**src/rtl/seq_pattern_tx.sv**
```systemverilog
// seq_pattern_tx: serialises a captured pattern MSB-first (within the
// effective length), repeats it rep+1 times with GAP idle cycles between
// repetitions, then emits a one-cycle done pulse. All outputs are registered,
// so the next-state logic also computes the value each output takes next cycle.
module seq_pattern_tx #(
  parameter int WIDTH = 8,
  parameter int GAP   = 1
) (
  input  logic             clk,
  input  logic             rst,
  input  logic             in_valid,
  output logic             in_ready,
  input  logic [WIDTH-1:0] pattern,
  input  logic [3:0]       len,
  input  logic [3:0]       rep,
  input  logic             abort,
  output logic             dout,
  output logic             dout_valid,
  output logic             busy,
  output logic             done
);

  typedef enum logic [1:0] {ST_IDLE, ST_SHIFT, ST_GAP, ST_DONE} state_t;

  state_t           state, state_nx;
  logic [WIDTH-1:0] pat_q, pat_nx;
  logic [3:0]       len_q, len_nx;
  logic [3:0]       rep_cnt, rep_nx;   // repetitions still to start after this one
  logic [3:0]       bit_cnt, bit_nx;   // index of the bit currently on dout
  logic [3:0]       gap_cnt, gap_nx;   // idle cycles left after this one
  logic             dout_nx, dv_nx, done_nx;
  logic [3:0]       len_eff;

  // Select one pattern bit by a 4-bit index without a width-mismatched select.
  function automatic logic bit_of(input logic [WIDTH-1:0] p, input logic [3:0] idx);
    logic [WIDTH-1:0] s;
    s = p >> idx;
    return s[0];
  endfunction

  // len of 0 or beyond the register width means "whole register".
  assign len_eff  = (len == 4'd0 || len > 4'(WIDTH)) ? 4'(WIDTH) : len;
  assign in_ready = (state == ST_IDLE) && !abort;
  assign busy     = (state != ST_IDLE);

  // Next state plus the registered output values for the coming cycle.
  always_comb begin
    state_nx = state;
    pat_nx   = pat_q;
    len_nx   = len_q;
    rep_nx   = rep_cnt;
    bit_nx   = bit_cnt;
    gap_nx   = gap_cnt;
    dout_nx  = 1'b0;
    dv_nx    = 1'b0;
    done_nx  = 1'b0;
    case (state)
      ST_IDLE: begin
        if (in_valid && in_ready) begin
          pat_nx   = pattern;
          len_nx   = len_eff;
          rep_nx   = rep;
          bit_nx   = len_eff - 4'd1;
          dout_nx  = bit_of(pattern, len_eff - 4'd1);
          dv_nx    = 1'b1;
          state_nx = ST_SHIFT;
        end
      end
      ST_SHIFT: begin
        if (bit_cnt != 4'd0) begin
          bit_nx  = bit_cnt - 4'd1;
          dout_nx = bit_of(pat_q, bit_cnt - 4'd1);
          dv_nx   = 1'b1;
        end else if (rep_cnt != 4'd0) begin
          if (GAP > 0) begin
            gap_nx   = 4'(GAP - 1);
            state_nx = ST_GAP;
          end else begin
            // No gap: next repetition's first bit follows without a bubble.
            rep_nx  = rep_cnt - 4'd1;
            bit_nx  = len_q - 4'd1;
            dout_nx = bit_of(pat_q, len_q - 4'd1);
            dv_nx   = 1'b1;
          end
        end else begin
          done_nx  = 1'b1;
          state_nx = ST_DONE;
        end
      end
      ST_GAP: begin
        if (gap_cnt == 4'd0) begin
          rep_nx   = rep_cnt - 4'd1;
          bit_nx   = len_q - 4'd1;
          dout_nx  = bit_of(pat_q, len_q - 4'd1);
          dv_nx    = 1'b1;
          state_nx = ST_SHIFT;
        end else begin
          gap_nx = gap_cnt - 4'd1;
        end
      end
      ST_DONE: state_nx = ST_IDLE;
      default: state_nx = ST_IDLE;
    endcase
    // Cancel wins over everything once a transfer is in flight.
    if (abort && state != ST_IDLE) begin
      state_nx = ST_IDLE;
      dout_nx  = 1'b0;
      dv_nx    = 1'b0;
      done_nx  = 1'b0;
    end
  end

  // State, captured request and registered outputs.
  always_ff @(posedge clk or negedge rst) begin
    if (!rst) begin
      state      <= ST_IDLE;
      pat_q      <= '0;
      len_q      <= '0;
      rep_cnt    <= '0;
      bit_cnt    <= '0;
      gap_cnt    <= '0;
      dout       <= 1'b0;
      dout_valid <= 1'b0;
      done       <= 1'b0;
    end else begin
      state      <= state_nx;
      pat_q      <= pat_nx;
      len_q      <= len_nx;
      rep_cnt    <= rep_nx;
      bit_cnt    <= bit_nx;
      gap_cnt    <= gap_nx;
      dout       <= dout_nx;
      dout_valid <= dv_nx;
      done       <= done_nx;
    end
  end

endmodule

```
**config.mk**
```make
export PLATFORM = sky130hd
export DESIGN_NAME = seq_pattern_tx
export DESIGN_NICKNAME = d
export VERILOG_FILES = /design/src/rtl/seq_pattern_tx.sv
export SDC_FILE = /design/constraint.sdc
export NUM_CORES = 1
export LEC_CHECK = 0
export CORE_MARGIN = 8
export CORE_UTILIZATION = 40
export CTS_CLUSTER_DIAMETER = 50
export DETAILED_ROUTE_END_ITERATION = 8
export SYNTH_ARGS = -nofsm -noshare
export SYNTH_HDL_FRONTEND = slang
export SYNTH_SLANG_ARGS = --single-unit
```
**constraint.sdc**
```tcl
create_clock -name clk -period 4.9 [get_ports clk]
set_input_delay 0.98 -clock clk [delete_from_list [all_inputs] [get_ports clk]]
set_output_delay 0.98 -clock clk [all_outputs]
set_load 0.05 [all_outputs]
```
==> results of run 1 <==
worst max path at each step:
stage	from	end	cells past startpoint
after floorplan	state[0]	in_ready	4
after global placement	abort	in_ready	3
after detailed placement	abort	in_ready	3
after CTS	abort	in_ready	3
after global routing	state[0]	in_ready	5
final	abort	in_ready	3
per-stage QoR:
stage	hold slack, ns	util, %	area (sq um)	total power, uW	worst slack (ns)
floorplan	0.469	-	1840	1060	2.11
global placement	0.491	48.6	2130	1240	1.62
detailed placement	0.495	48.6	2130	1260	1.61
CTS	0.508	50.6	2220	1460	1.60
global route	0.538	50.6	2220	1590	1.49
finish	0.503	50.6	2220	1460	1.60
area by class of cell:
cell class	instances	area share, %
Multi-Input combinational cell	135	46.9
Inverter	14	2.37
Clock buffer	7	3.89
Timing Repair Buffer	25	11.2
Tap cell	52	2.93
Sequential cell	29	32.7
cells in the mapped netlist (all sizes together):
cell / number / share of area, %
a31oi: 2 / 0.68
buf: 3 / 0.75
a221oi: 1 / 0.48
mux2: 8 / 4.9
clkbuf: 1 / 0.20
a21boi: 1 / 0.41
xnor2: 2 / 0.95
o211ai: 1 / 0.41
nor4: 1 / 0.34
nor2: 4 / 0.82
o22a: 2 / 0.95
or3b: 2 / 1.1
nand3: 7 / 2.6
ha: 12 / 8.2
o221ai: 3 / 1.4
o31ai: 1 / 0.41
dfrtp: 29 / 40
or4: 1 / 0.41
nand2: 22 / 4.5
nor3: 7 / 1.9
nand3b: 3 / 1.2
a21oi: 7 / 2.5
or3: 2 / 0.68
nand2b: 3 / 1.0
a21o: 1 / 0.41
o22ai: 2 / 0.68
mux2i: 3 / 1.6
a2111oi: 2 / 0.95
nor2b: 3 / 1.0
a22oi: 2 / 1.6
xor2: 4 / 1.9
inv: 14 / 2.9
or4b: 1 / 0.75
mux4: 4 / 5.1
a22o: 2 / 0.95
o21ai: 17 / 4.6
and4bb: 1 / 0.68
o311ai: 1 / 0.48
routing by layer:
metal / share of wire (%) / vias up
met1: 50 / 698
met3: 4.8 / 4
met2: 44 / 42
li1: - / 718
met4: 0.66 / 0
met5: 0 / -
worst min-delay path, cell delays in order (launching register included):
cell and delay, ns:
dfrtp_1 0.36, nand2_1 0.05, o21ai_0 0.06
state kept, by name (all words and copies together) (netlist names):
signal and cells:
rep_cnt 4, dout_valid 1, bit_cnt 4, done 1, gap_cnt 4, state 2, pat_q 8, dout 1
len_q 4
kinds of logic after synthesis:
family | share of synthesized area [%]
AOI/OAI and AO/OA | 17.0
xor gates and xnor gates | 2.86
adders and majority gates | 8.17
and+or+nand+nor | 17.0
buffers and inverters | 3.81
muxes | 11.6
DFF | 39.5
power by group through the flow:
stage / Sequential, uW / Clock, uW / Combinational, uW
2_1_floorplan: 430 / 0 / 631
3_3_place_gp: 437 / 0 / 801
3_5_place_dp: 443 / 0 / 820
4_1_cts: 440 / 203 / 821
5_1_grt: 457 / 214 / 919
6_report: 440 / 197 / 818
==> results by group, run 1 <==
Clocking
  • CTS tree: yes
  • Post-cts gate resize count: 0
  • Clk buf depth: 2
  • Num CTS Buffers: 5
  • Postcts setup bufs: 0
  • Clock-pin slew on the worst setup and hold paths: ~0.060 ns
  • Root Buffer: clkbuf_8
  • Hold Buf Count CTS: 0
  • Worst skew pair latency: around 0.28 ns
  • # clock sinks: 29
  • H-tree lvl count: 2

Setup path
  • CP bufs+invs: 2
  • R2R depth: 6
  • Crit Path Max Fanout: 3
  • Top Family by Delay on Critical Path: buffers and inverters
  • Crit start category: primary input
  • Worst stage delay on the critical path: approximately 0.8 ns
  • Crit path DAT: between 2 and 2.5 ns
  • Cells along the critical path: clkdlybuf4s50_1, nor2_1, clkdlybuf4s50_1
  • Reg2reg start: state[1]
  • Slowest CP cell: clkdlybuf4s50_1
  • R2r setup slk: roughly 2.3 ns
  • R2r endpoint: state[1]
  • Req. time, crit path: a little under 4 ns
  • Setup CP Type: in -> out
  • Critical Path Most Common Cell: clkdlybuf4s50_1
  • Worst Setup End Kind: output pin

Layout
  • Area of the multi-input gates: 1040 sq um
  • Nets: roughly 240
  • Commonest non-fill, non-tap cell in the layout: dfrtp_1
  • Layout area overhead: 20.8%
  • Non-Filler Instances: around 260
  • Register Area: about 730 sq um
  • Diode count: 0
  • Most frequent cells in the layout: dfrtp_1 (29), clkdlybuf4s50_1 (24), nand2_1 (22), inv_1 (14), o21ai_0 (13)
  • Filler cell count in the final layout: around 410
  • Share of cells above drive strength 1: between 10% and 20%

Placement
  • Post-DP HPWL: approximately 3100 um
  • Number of port buffers: 24
  • Placed cell count: approximately 260
  • RePlAce Congestion: 0.849

Power
  • Int Pwr: between 800 and 900 uW
  • Comb pwr share: a little under three fifths
  • Peak VDD IR: around 0.25 mV
  • Net load switching power: between 600 and 700 uW
  • Switching share of power: around 44%
  • Sequential Power Share: between 30% and 40%
  • Clock power frac: between 10% and 20%
  • Leak: 0.000955 uW
  • Pwr dens: 656 nW/um^2

Drt
  • TritonRoute pass-1 iters: 4
  • DRT antenna net count: 0
  • Via-to-Cell Ratio: around 5.6
  • DRT Wirelength: about 4100 um
  • Drt initial violations: between 100 and 150
  • Vias: ~1500
  • Drt wl/cell: ~16 um
  • DRC viols: 0

STA
  • Period utilisation layout: between 60 and 70%
  • Worst Skew: between 0.004 and 0.005 ns
  • Max_slew headroom: between 30% and 40%
  • Setup Viol. Count Final: 0
  • RSZ-0062 raised after global routing: no
  • Final setup TNS: 0 ns
  • Worst-Margin Slew: around 0.94 ns
  • Maximum clock rate: slightly above 0.3 GHz
  • Min Clock Period, post-route: 3.30 ns
  • Max-slew violation total from the final report: 0
  • Final hold violations: 0

Die
  • Initial Utilization: 41.9%
  • Rows: 24
  • Die Span X: roughly 84 um
  • Die Y: roughly 84 um
  • Core area: around 4400 sq um
  • Die ar.: approximately 7000 sq um
  • IO Pins: 25

Global routing
  • Met1 Use GR: roughly 16%
  • Global-route wire length before repair: between 7000 and 8000 um
  • Busiest grt layer: met2
  • Remaining Overflow, GRT: 0
  • Met3 Use GR: approximately 3.7%
  • Met2 Use GR: slightly below 20%
  • Vias in the first global route: approximately 1600
  • Tot GR Track Use: between 10% and 20%
  • Initial antenna violation count: 0
  • Largest net degree at the start of global routing: 30

Synth
  • Register area share after synthesis: about two fifths
  • Syn Area/Cell: 10.1 sq um
  • Warnings, synthesis: 0
  • Syn Nets: between 200 and 250
  • Cells after Synth: between 150 and 200
  • Syn Std Cell Area: roughly 1800 sq um
  • Netlist cell types: 45
  • Yosys reg bits: 29

Min path
  • Hold WC Path Type: reg -> reg
  • Hold wc startpoint: len_q[3]
  • Hold depth: 2
  • Hold path endpoint: len_q[3]

Run status
  • Status: complete, no violations

Job
  • Max-Cap Viols: 0
Note: power is estimated with default switching activity, not from simulation.
==> inputs of run 2 (changes only) <==
==> constraint.sdc (replaced) <==
create_clock -name clk -period 3.19 [get_ports clk]
set_input_delay 0.638 -clock clk [delete_from_list [all_inputs] [get_ports clk]]
set_output_delay 0.638 -clock clk [all_outputs]
set_load 0.05 [all_outputs]
==> results by group, run 2 (same netlist as run 1, synthesis figures left out) <==
Global routing
  • Global-route wire length before repair: 7440 um (was 7490 um)
  • Remaining Overflow, GRT: 0 (unchanged)
  • Busiest grt layer: met2 (unchanged)
  • Initial antenna violation count: 0 (unchanged)
  • Vias in the first global route: 1554 (was 1594)
  • Met2 Use GR: 21.1% (was 19.4%)
  • Met1 Use GR: 15.0% (was 16.1%)
  • Met3 Use GR: 4.10% (was 3.71%)
  • Tot GR Track Use: 12.8% (was 12.5%)
  • Largest net degree at the start of global routing: 30 (unchanged)

Clocking
  • # clock sinks: 29 (unchanged)
  • Clock-pin slew on the worst setup and hold paths: 0.07 ns (was 0.06 ns)
  • CTS tree: yes (unchanged)
  • Clk buf depth: 2 (unchanged)
  • Hold Buf Count CTS: 0 (unchanged)
  • Postcts setup bufs: 0 (unchanged)
  • Post-cts gate resize count: 0 (unchanged)
  • H-tree lvl count: 2 (unchanged)
  • Num CTS Buffers: 5 (unchanged)
  • Worst skew pair latency: 0.28 ns (about the same)
  • Root Buffer: clkbuf_8 (unchanged)

Power
  • Leak: 0.000974 uW (was 0.000955 uW)
  • Sequential Power Share: 29.4% (was 30.3%)
  • Net load switching power: 1020 uW (was 642 uW)
  • Clock power frac: 14.8% (was 13.5%)
  • Pwr dens: 1020 nW/um^2 (was 656 nW/um^2)
  • Comb pwr share: 55.8% (was 56.2%)
  • Int Pwr: 1280 uW (was 814 uW)
  • Switching share of power: 44.2% (was 44.1%)
  • Peak VDD IR: 0.363 mV (was 0.252 mV)

STA
  • Min Clock Period, post-route: slightly below 3 ns
  • Max-slew violation total from the final report: 0 (unchanged)
  • Final setup margin: 0.287 ns (was 1.60 ns)
  • Setup Viol. Count Final: 0 (unchanged)
  • RSZ-0062 raised after global routing: no (unchanged)
  • Worst-Margin Slew: 0.497 ns (was 0.941 ns)
  • Period utilisation layout: a little over 90%
  • Max_slew headroom: 66.7% (was 37.1%)
  • Final setup TNS: 0 ns (unchanged)
  • Maximum clock rate: 0.344 GHz
  • Final hold violations: 0 (unchanged)
  • Worst Skew: 0.00621 ns (was 0.00463 ns)

Job
  • Max-Cap Viols: 0 (unchanged)

Placement
  • Placed cell count: 257 (was 255)
  • Dpl ws: 0.517 ns (was 1.61 ns)
  • Post-DP HPWL: 3320 um (was 3150 um)
  • Placed inst area: 2150 sq um (was 2130 sq um)
  • RePlAce Congestion: 0.869 (was 0.849)
  • Number of port buffers: 24 (unchanged)

Die
  • Rows: 24 (unchanged)
  • Die ar.: 7020 sq um (unchanged)
  • IO Pins: 25 (unchanged)
  • Die Y: 83.8 um (unchanged)
  • Initial Utilization: 41.9% (unchanged)
  • Die Span X: 83.8 um (unchanged)
  • Core area: 4380 sq um (unchanged)

Setup path
  • Crit path DAT: 2.27 ns (was 2.32 ns)
  • Setup CP Type: reg -> out (was in -> out)
  • Crit Path Max Fanout: 8 (was 3)
  • Worst Setup End Kind: output pin (unchanged)
  • Req. time, crit path: 2.55 ns (was 3.92 ns)
  • Crit start category: flop (was primary input)

Drt
  • TritonRoute pass-1 iters: 4 (unchanged)
  • DRT antenna net count: 0 (unchanged)
  • DRC viols: 0 (unchanged)
  • Drt wl/cell: 16.2 um (was 15.7 um)
  • DRT Wirelength: 4300 um (was 4110 um)
  • Via-to-Cell Ratio: 5.63 (was 5.58)
  • Drt initial violations: 89 (was 110)
  • Vias: 1492 (was 1462)

Layout
  • Layout area overhead: 22.4% (was 20.8%)
  • Most frequent cells in the layout: dfrtp_1 (29), clkdlybuf4s50_1 (24), nand2_1 (22), inv_1 (14), o21ai_0 (13) (unchanged)
  • Share of cells above drive strength 1: 13.6% (was 11.9%)
  • Largest register FFs: 8 (unchanged)
  • Nets: 244 (was 242)
  • Top reg by flops: pat_q (unchanged)
  • Final instance area: 2250 sq um (was 2220 sq um)
  • Non-Filler Instances: 265 (was 262)
  • Diode count: 0 (unchanged)
  • Commonest non-fill, non-tap cell in the layout: dfrtp_1 (unchanged)

Min path
  • Hold WC Path Type: reg -> reg (unchanged)

Run status
  • Status: complete, no violations (unchanged)
run 2: changes by cell type in the layout (fill, tap and decap cells not counted), sizes merged:
cell    delta
buf        +2
clkinv     +1
run 2: cell type report:
type                            count  area, sq um
Clock buffer                        7         96.3
Timing Repair Buffer               27          263
Inverter                           14         52.6
Multi-Input combinational cell    135         1040
Sequential cell                    29          726
Fill cell                         401         2140
Tap cell                           52         65.1
Clock inverter                      1         5.00
run 2: final timing paths:
path	from	to	slack, ns	cells past startpoint
hold reg to reg	len_q[3]	len_q[3]	0.51	2
max in group asynchronous	rst	pat_q[0]	2.17	2
hold / removal	len_q[3]	len_q[3]	0.51	2
setup reg to reg	bit_cnt[0]	dout	1.06	6
setup / recovery	state[1]	in_ready	0.29	5
min in group asynchronous	rst	done	0.74	2
run 2: critical path, stage by stage, from the launching register on:
cell and delay (ns):
dfrtp_1 0.40, inv_1 0.12, ha_1 0.36, inv_1 0.17, nor2_1 0.12, clkdlybuf4s50_1 0.81
run 2: stage by stage:
stage	power [uW]	hold WS [ns]	util (%)
after floorplan	1630	0.342	-
after global placement	1920	0.495	49.0
after detailed placement	1960	0.506	49.0
after CTS	2300	0.517	51.3
after global routing	2480	0.548	51.3
final	2300	0.514	51.3
run 2: power groups by stage:
stage | Clock, uW | Combinational, uW | Sequential (uW)
after CTS | 345 | 1280 | 675
after global placement | 0 | 1250 | 673
final | 339 | 1280 | 675
after global routing | 365 | 1420 | 702
after floorplan | 0 | 969 | 661
after detailed placement | 0 | 1280 | 681
run 2: layer usage:
| layer | routed length (um) | vias to the layer above |
|---|---|---|
| met3 | 235 | 4 |
| met5 | 0 | - |
| met1 | 1950 | 720 |
| li1 | - | 725 |
| met2 | 2080 | 43 |
| met4 | 42 | 0 |
==> inputs of run 3 (changes only) <==
--- a/config.mk
+++ b/config.mk
@@ -9,6 +9,7 @@
 export CORE_UTILIZATION = 40
 export CTS_CLUSTER_DIAMETER = 50
 export DETAILED_ROUTE_END_ITERATION = 8
+export PLACE_DENSITY = 0.68
 export SYNTH_ARGS = -nofsm -noshare
 export SYNTH_HDL_FRONTEND = slang
 export SYNTH_SLANG_ARGS = --single-unit
==> results by group, run 3 (same netlist as run 1, synthesis figures left out) <==
Die
  • Core area: 4380 sq um (unchanged)
  • Initial Utilization: 41.9% (unchanged)
  • Rows: 24 (unchanged)
  • Die ar.: 7020 sq um (unchanged)
  • Die Span X: 83.8 um (unchanged)
  • IO Pins: 25 (unchanged)
  • Die Y: 83.8 um (unchanged)

Global routing
  • Tot GR Track Use: 12.0% (was 12.8%)
  • Largest net degree at the start of global routing: 30 (unchanged)
  • Initial antenna violation count: 0 (unchanged)
  • Global-route wire length before repair: 6990 um (was 7440 um)
  • Vias in the first global route: 1465 (was 1554)
  • Remaining Overflow, GRT: 0 (unchanged)

STA
  • Final hold violations: 0 (unchanged)
  • RSZ-0062 raised after global routing: no (unchanged)
  • Min Hold Slack: 0.515 ns (was 0.514 ns)
  • Setup Viol. Count Final: 0 (unchanged)
  • Max-slew violation total from the final report: 0 (unchanged)
  • Worst Skew: 0.00595 ns (was 0.00621 ns)
  • Final setup TNS: 0 ns (unchanged)
  • Period utilisation layout: 89.8% (was 91.0%)
  • Min Clock Period, post-route: 2.87 ns (was 2.90 ns)
  • Max_slew headroom: 63.9% (was 66.7%)
  • Maximum clock rate: 0.349 GHz (was 0.344 GHz)
  • Worst-Margin Slew: 0.540 ns (was 0.497 ns)

Placement
  • Placed cell count: 257 (unchanged)
  • Post-DP HPWL: 3130 um (was 3320 um)
  • Number of port buffers: 24 (unchanged)
  • RePlAce Congestion: 0.821 (was 0.869)

Layout
  • Largest register FFs: 8 (unchanged)
  • End-of-flow core utilization: 50.9% (was 51.3%)
  • Nets: 244 (unchanged)
  • Top reg by flops: pat_q (unchanged)
  • Share of cells above drive strength 1: 13.1% (was 13.6%)
  • Diode count: 0 (unchanged)
  • Most frequent cells in the layout: dfrtp_1 (29), clkdlybuf4s50_1 (24), nand2_1 (22), inv_1 (14), o21ai_0 (13) (unchanged)
  • Commonest non-fill, non-tap cell in the layout: dfrtp_1 (unchanged)
  • Non-Filler Instances: 265 (unchanged)
  • Layout area overhead: 21.4% (was 22.4%)

Setup path
  • Cells along the critical path: inv_1, ha_1, inv_1, nor2_1, clkdlybuf4s50_1 (unchanged)
  • Crit path DAT: 2.23 ns (was 2.27 ns)
  • Worst stage delay on the critical path: 0.80 ns (was 0.81 ns)
  • Crit Path Max Fanout: 8 (unchanged)
  • Slowest CP cell: clkdlybuf4s50_1 (unchanged)
  • Setup CP Type: reg -> out (unchanged)
  • Worst Setup End Kind: output pin (unchanged)
  • Req. time, crit path: 2.55 ns (about the same)
  • CP bufs+invs: 3 (unchanged)
  • Top Family by Delay on Critical Path: buffers and inverters (unchanged)
  • Critical Path Most Common Cell: inv_1 (unchanged)
  • R2r setup slk: 1.10 ns (was 1.06 ns)
  • Crit start category: flop (unchanged)

Drt
  • DRT Wirelength: 4020 um (was 4300 um)
  • Via-to-Cell Ratio: 5.45 (was 5.63)
  • DRT antenna net count: 0 (unchanged)
  • Vias: 1445 (was 1492)
  • TritonRoute pass-1 iters: 4 (unchanged)
  • DRC viols: 0 (unchanged)
  • Drt wl/cell: 15.2 um (was 16.2 um)
  • Drt initial violations: 77 (was 89)

Clocking
  • Hold Buf Count CTS: 0 (unchanged)
  • Root Buffer: clkbuf_8 (unchanged)
  • Clk buf depth: 2 (unchanged)
  • CTS tree: yes (unchanged)
  • Post-cts gate resize count: 0 (unchanged)
  • Clock-pin slew on the worst setup and hold paths: 0.06 ns (was 0.07 ns)
  • Num CTS Buffers: 5 (unchanged)
  • H-tree lvl count: 2 (unchanged)
  • Worst skew pair latency: 0.28 ns (about the same)
  • # clock sinks: 29 (unchanged)
  • Postcts setup bufs: 0 (unchanged)

Power
  • Power, Total: 2230 uW (was 2300 uW)
  • Leak: 0.000965 uW (was 0.000974 uW)
  • Peak VDD IR: 0.420 mV (was 0.363 mV)
  • Pwr dens: 998 nW/um^2 (was 1020 nW/um^2)

Min path
  • Hold WC Path Type: reg -> reg (unchanged)

Job
  • Max-Cap Viols: 0 (unchanged)

Run status
  • Status: complete, no violations (unchanged)
-- run 3: layer usage --
metal	GRT usage, %	up-vias	share of wire [%]
met4	3.77	0	0.99
met3	3.42	5	4.5
met2	18.1	41	46
met1	16.1	672	49
met5	0	-	0
li1	-	727	-
-- run 3: worst paths after layout --
path	startpoint	endpoint	cells after the start
setup / recovery	state[0]	in_ready	5
hold / removal	gap_cnt[0]	gap_cnt[0]	2
setup reg to reg	bit_cnt[0]	dout	6
hold reg to reg	gap_cnt[0]	gap_cnt[0]	2
max in group asynchronous	rst	rep_cnt[2]	2
min in group asynchronous	rst	bit_cnt[1]	2
-- run 3: power by group --
part	leakage [uW]	internal, uW	switching (uW)
sequential	0.000359	529	144
combinational	0.000561	557	707
clock	0.0000450	151	137
total	0.000965	1240	988
-- run 3: cell type report --
| class | count | area [sq um] |
|---|---|---|
| fillers | 435 | 2150 |
| inverters | 14 | 52.6 |
| repair buffers | 27 | 263 |
| flip-flops and latches | 29 | 726 |
| clock buffers | 6 | 72.6 |
| clock inverters | 2 | 10.0 |
| multi-input cells | 135 | 1040 |
| well taps | 52 | 65.1 |
-- run 3: per-stage QoR --
stage / setup WS [ns] / instance area, sq um
final: 0.324 / 2230
after floorplan: 0.741 / 1840
after global placement: 0.596 / 2150
after global routing: 0.204 / 2230
after detailed placement: 0.539 / 2150
after CTS: 0.322 / 2230
-- run 3: worst min-delay path, stage by stage, from the launching register on --
cell     delay [ns]
dfrtp_1        0.36
nand2_1        0.05
o21ai_0        0.06
